**src/rtl/uat_tx_core.sv**
```systemverilog
// Asynchronous-serial transmitter: start bit, DATA_W data bits LSB first, optional parity, stop bits.
// Optional parity bit is compiled in when UAT_TX_PARITY_EN is defined.
//
// state     | meaning
// ----------+----------------------------------------------------
// ST_IDLE   | line idle high, tx_ready asserted, waiting for payload
// ST_START  | driving the start bit (low)
// ST_DATA   | shifting payload bits out, LSB first
// ST_PARITY | driving parity of the latched payload (macro only)
// ST_STOP   | driving STOP_BITS stop bits (high)
module uat_tx_core #(
    parameter int DATA_W       = 8,
    parameter int CLKS_PER_BIT = 16,
    parameter int STOP_BITS    = 1,
    parameter int PARITY_ODD   = 0
) (
    input  logic              clk,
    input  logic              rst_n,
    input  logic [DATA_W-1:0] tx_data,
    input  logic              tx_valid,
    output logic              tx_ready,
    output logic              txd,
    output logic              busy,
    output logic              frame_done
);

    localparam int BAUD_W = $clog2(CLKS_PER_BIT);
    localparam int IDX_W  = $clog2(DATA_W);
    localparam logic [BAUD_W-1:0] BAUD_LOAD = BAUD_W'(CLKS_PER_BIT - 1);
    localparam logic [IDX_W-1:0]  IDX_LAST  = IDX_W'(DATA_W - 1);
    localparam logic              STOP_LAST = 1'(STOP_BITS - 1);

    typedef enum logic [2:0] {
        ST_IDLE   = 3'd0,
        ST_START  = 3'd1,
        ST_DATA   = 3'd2,
`ifdef UAT_TX_PARITY_EN
        ST_PARITY = 3'd3,
`endif
        ST_STOP   = 3'd4
    } state_t;

    state_t              state_q, state_d;
    logic [BAUD_W-1:0]   baud_q, baud_d;
    logic [IDX_W-1:0]    bit_idx_q, bit_idx_d;
    logic                stop_cnt_q, stop_cnt_d;
    logic [DATA_W-1:0]   shift_q, shift_d;
    logic                baud_tc;
    logic [BAUD_W-1:0]   baud_step;
    logic                ready_c;
    logic                txd_c;
    logic                busy_c;
    logic                done_c;

`ifdef UAT_TX_PARITY_EN
    localparam logic PAR_INIT = 1'(PARITY_ODD);
    logic parity_q, parity_d;
`else
    logic unused_parity_odd;
    assign unused_parity_odd = 1'(PARITY_ODD);
`endif

    // Down-counter: a bit boundary is the cycle the counter reaches zero.
    assign baud_tc   = (baud_q == '0);
    assign baud_step = baud_tc ? BAUD_LOAD : baud_q - BAUD_W'(1);

    always_comb begin
        state_d    = state_q;
        baud_d     = baud_q;
        bit_idx_d  = bit_idx_q;
        stop_cnt_d = stop_cnt_q;
        shift_d    = shift_q;
`ifdef UAT_TX_PARITY_EN
        parity_d   = parity_q;
`endif
        ready_c    = 1'b0;
        txd_c      = 1'b1;
        busy_c     = 1'b1;
        done_c     = 1'b0;

        case (state_q)
            ST_IDLE: begin
                ready_c = 1'b1;
                busy_c  = 1'b0;
                if (tx_valid) begin
                    state_d    = ST_START;
                    baud_d     = BAUD_LOAD;
                    bit_idx_d  = '0;
                    stop_cnt_d = 1'b0;
                    shift_d    = tx_data;
`ifdef UAT_TX_PARITY_EN
                    parity_d   = (^tx_data) ^ PAR_INIT;
`endif
                end
            end
            ST_START: begin
                txd_c  = 1'b0;
                baud_d = baud_step;
                if (baud_tc) begin
                    state_d = ST_DATA;
                end
            end
            ST_DATA: begin
                txd_c  = shift_q[0];
                baud_d = baud_step;
                if (baud_tc) begin
                    if (bit_idx_q == IDX_LAST) begin
`ifdef UAT_TX_PARITY_EN
                        state_d = ST_PARITY;
`else
                        state_d = ST_STOP;
`endif
                    end else begin
                        bit_idx_d = bit_idx_q + IDX_W'(1);
                        shift_d   = shift_q >> 1;
                    end
                end
            end
`ifdef UAT_TX_PARITY_EN
            ST_PARITY: begin
                txd_c  = parity_q;
                baud_d = baud_step;
                if (baud_tc) begin
                    state_d = ST_STOP;
                end
            end
`endif
            ST_STOP: begin
                baud_d = baud_step;
                if (baud_tc) begin
                    if (stop_cnt_q == STOP_LAST) begin
                        done_c  = 1'b1;
                        state_d = ST_IDLE;
                    end else begin
                        stop_cnt_d = stop_cnt_q + 1'b1;
                    end
                end
            end
            default: begin
                state_d = ST_IDLE;
            end
        endcase
    end

    always_ff @(posedge clk) begin
        if (!rst_n) begin
            state_q    <= ST_IDLE;
            baud_q     <= '0;
            bit_idx_q  <= '0;
            stop_cnt_q <= 1'b0;
            shift_q    <= '0;
`ifdef UAT_TX_PARITY_EN
            parity_q   <= 1'b0;
`endif
        end else begin
            state_q    <= state_d;
            baud_q     <= baud_d;
            bit_idx_q  <= bit_idx_d;
            stop_cnt_q <= stop_cnt_d;
            shift_q    <= shift_d;
`ifdef UAT_TX_PARITY_EN
            parity_q   <= parity_d;
`endif
        end
    end

    // Ready is withheld while reset is asserted so no handshake appears to occur.
    assign tx_ready   = ready_c & rst_n;
    assign txd        = txd_c;
    assign busy       = busy_c;
    assign frame_done = done_c;

endmodule

```
**config.mk**
```make
export PLATFORM = sky130hd
export DESIGN_NAME = uat_tx_core
export DESIGN_NICKNAME = d
export VERILOG_FILES = /design/src/rtl/uat_tx_core.sv
export SDC_FILE = /design/constraint.sdc
export NUM_CORES = 1
export LEC_CHECK = 0
export CORE_MARGIN = 10
export CORE_UTILIZATION = 56
export CTS_CLUSTER_DIAMETER = 200
export DETAILED_ROUTE_END_ITERATION = 16
export PLACE_DENSITY = 0.82
export SYNTH_ARGS = -nofsm -noshare
export SYNTH_HDL_FRONTEND = slang
export SYNTH_SLANG_ARGS = --single-unit
```
**constraint.sdc**
```tcl
create_clock -name clk -period 3.4 [get_ports clk]
set_clock_uncertainty 0.2 [all_clocks]
set_input_delay 0.68 -clock clk [delete_from_list [all_inputs] [get_ports clk]]
set_output_delay 0.68 -clock clk [all_outputs]
set_load 0.02 [all_outputs]
```
==> results.py <==
metrics = {
    "cts": {
        "cts_setup_buffers": 0,
        "clock_latency_ns": 0.29,
        "clockBufferDepth": 2,
        "ctsResizeCount": 0,
        "clock-root-buffer": "clkbuf_4",
        "clk_pin_slew_ns": 0.11,
        "cts.sinks": 18,
        "htree_levels": 1,
        "cts_hold_buf": 0,
        "cts-buffers-inserted": 3,
        "cts_tree": "done",
    },
    "floorplanning": {
        "die_w_um": 63.27,
        "die_area_um2": 4003,
        "core_um2": 1745,
        "num_io_pins": 15,
        "fp.dieH_um": 63.27,
        "initial_core_util_pct": 60.07,
        "rows": 15,
    },
    "grt": {
        "grtUsageMet1_pct": 14.10,
        "antenna_found_initial": 0,
        "grt_usage_pct": 12.00,
        "grt_remaining_overflow": 0,
        "grt_pass1_vias": 862,
        "grt_start_max_net_pins": 17,
        "grt_use_met2_pct": 19.42,
        "grt_pass1_wl_um": 3939,
        "grt_busiest_layer": "met2",
        "use_met3_pct": 4.594,
    },
    "setup_path": {
        "cp.required_ns": 2.52,
        "path_class": "register to primary output",
        "cp-start-kind": "register",
        "crit_arrival_ns": 2.34,
        "endpoint_kind": "primary output",
        "worstPathMaxFanout": 6,
    },
    "layout": {
        "drive_gt1_share_pct": 12.10,
        "diodes": 0,
        "area_delta_synth_final_pct": 16.47,
        "nNetsFinal": 139,
        "fin_util_pct": 69.96,
    },
    "synth": {
        "synth_mux_area_share_pct": 6.683,
        "synth_cell_type_count": 38,
        "synth_xor_area_share_pct": 0.8353,
        "post-synth-top-area-cell": "dfxtp_1",
        "synth-compound-area-share_pct": 22.55,
        "synthesis.instances": 111,
        "synth_top_area_share_pct": 34.37,
        "synthTopCellsByCount": "dfxtp_1 (18), nor2_1 (10), a221oi_1 (7), mux2i_1 (7), nand2_1 (7)",
        "synth_ff_type": "dfxtp_1",
        "ys_seq_elements": 18,
        "synthArstFlopShare_pct": 0,
        "synthAdderAreaFrac_pct": 3.580,
        "synth_seq_area_share_pct": 34.37,
        "synth_area_um2": 1049,
        "synth-edff-count": 0,
        "yosys-top-cells-area": "dfxtp_1 (34%), mux2i_1 (6.7%), a221oi_1 (5.8%), nor4b_4 (4.5%), ha_1 (3.6%)",
        "synth-simple-area-share_pct": 26.13,
        "syn_nets": 125,
        "yosysWarnings": 0,
        "synth_top_family_by_area": "simple AND/OR/NAND/NOR gates",
        "yosysMostFrequentCell": "dfxtp_1",
        "synth.avg_cell_area_um2": 9.446,
    },
    "sta": {
        "max_freq_mhz": 310.3,
        "fin_setup_tns_ns": 0,
        "finalCriticalPeriod_ns": 3.222,
        "fin_crit_sh_pct": 94.77,
        "slew_headroom_pct": 50.39,
        "final-setup-viol-count": 0,
        "rsz0062_at_grt": "no",
        "tightest_slew_ns": 0.7409,
        "slew_violations": 0,
        "finalHoldViolations": 0,
    },
    "routing": {
        "wl_um": 2329,
        "viasPerCell": 6.007,
        "ant_nets": 0,
        "wl_per_cell_um": 15.63,
        "num_vias": 895,
        "drc": 0,
        "dr.pass1.iters": 4,
        "drtIter0Drc": 20,
    },
    "place": {
        "dp_hpwl_um": 1700,
        "placement.io_buffers": 14,
        "gp_congestion": 0.8065,
    },
    "job": {
        "cap_violations": 0,
    },
    "run_status": {
        "outcome": "completed",
    },
    "power": {
        "leakagePower_nw": 0.4355,
        "power.density_nw_per_um2": 485.0,
        "peakVddDrop_mv": 0.3665,
    },
    "worst_hold_path": {
        "hp-class": "register to register",
    },
}
routing by layer:
layer  wire length (µm)  vias up
met5                  0        -
met4                 13        0
met3                 82        2
met2               1133       13
met1               1099      427
li1                   -      453
registers in the layout, indices dropped and copies added, names as in the netlist:
register	count
bit_idx_q	3
baud_q	4
shift_q	8
state_q	3
stage by stage:
stage / std cells / power, W / instance area [µm²] / hold slack [ns] / worst slack [ns]
after floorplan: 111 / 0.0004092 / 1049 / 0.2480 / 0.7915
after global placement: 145 / 0.0004547 / 1185 / 0.2712 / 0.4380
after detailed placement: 145 / 0.0004632 / 1185 / 0.2865 / 0.4314
after CTS: 149 / 0.0005936 / 1221 / 0.3008 / 0.1436
after global routing: 149 / 0.0006292 / 1221 / 0.3425 / 0.02482
final: 149 / 0.0005922 / 1221 / 0.3026 / 0.1778
layout by cell type, fill, tap and decap left out:
cell / netlist / layout
a211oi_1: 4 / 4
a21oi_1: 5 / 5
a221oi_1: 7 / 7
a221oi_2: 1 / 1
a32oi_1: 1 / 1
and3_1: 1 / 1
buf_4: 1 / 1
clkbuf_4: 0 / 3
clkbuf_8: 0 / 1
clkdlybuf4s50_1: 0 / 14
dfxtp_1: 18 / 18
ha_1: 3 / 3
inv_1: 4 / 4
inv_2: 1 / 1
mux2i_1: 7 / 7
nand2_1: 7 / 7
nand2_2: 1 / 1
nand2b_1: 2 / 2
nand3_1: 4 / 4
nand4_1: 1 / 1
nor2_1: 10 / 10
nor3b_2: 2 / 2
nor4_1: 1 / 1
nor4b_4: 2 / 2
nor4bb_1: 1 / 1
o211ai_1: 3 / 3
o21a_1: 1 / 1
o21ai_0: 3 / 3
o21ai_4: 1 / 1
o22ai_1: 3 / 3
o31ai_1: 1 / 1
o32ai_1: 1 / 1
or2b_1: 1 / 1
or3_1: 3 / 3
or3b_1: 1 / 1
or4_1: 1 / 1
or4b_4: 2 / 2
xnor2_1: 1 / 1
path summary, 6_finish.rpt:
check / start / to / slack, ns / depth (start not counted)
worst max-delay path: baud_q[0] / frame_done / 0.18 / 5
worst min register to register: shift_q[7] / shift_q[7] / 0.30 / 2
worst min-delay path: shift_q[7] / shift_q[7] / 0.30 / 2
worst max register to register: state_q[1] / shift_q[1] / 1.24 / 3
cells by family (layout without fill, tap and decap cells):
family | Yosys count | count (layout)
flops | 18 | 18
compound gates | 31 | 31
mux | 7 | 7
fa+ha+maj | 3 | 3
xor+xnor | 1 | 1
buf+inv | 11 | 24
simple gates | 40 | 40
area by class of cell:
| type | instances | area, µm² |
|---|---|---|
| Inverter | 5 | 18.77 |
| Multi-Input combinational cell | 82 | 626.9 |
| Timing Repair Buffer | 15 | 147.6 |
| Sequential cell | 18 | 360.3 |
| Fill cell | 143 | 524.3 |
| Tap cell | 25 | 31.28 |
| Clock buffer | 4 | 36.28 |
where the power goes:
part	total, W	switching (W)	internal [W]
clock	0.000133	0.0000675	0.0000652
sequential	0.000278	0.0000393	0.000239
combinational	0.000181	0.0000938	0.0000873
critical path, stage by stage (launching register included):
cell             delay, ns
dfxtp_1               0.36
inv_1                 0.07
ha_1                  0.23
or3b_1                0.51
nor4_1                0.22
clkdlybuf4s50_1       0.65
Note: power is estimated with default switching activity, not from simulation.
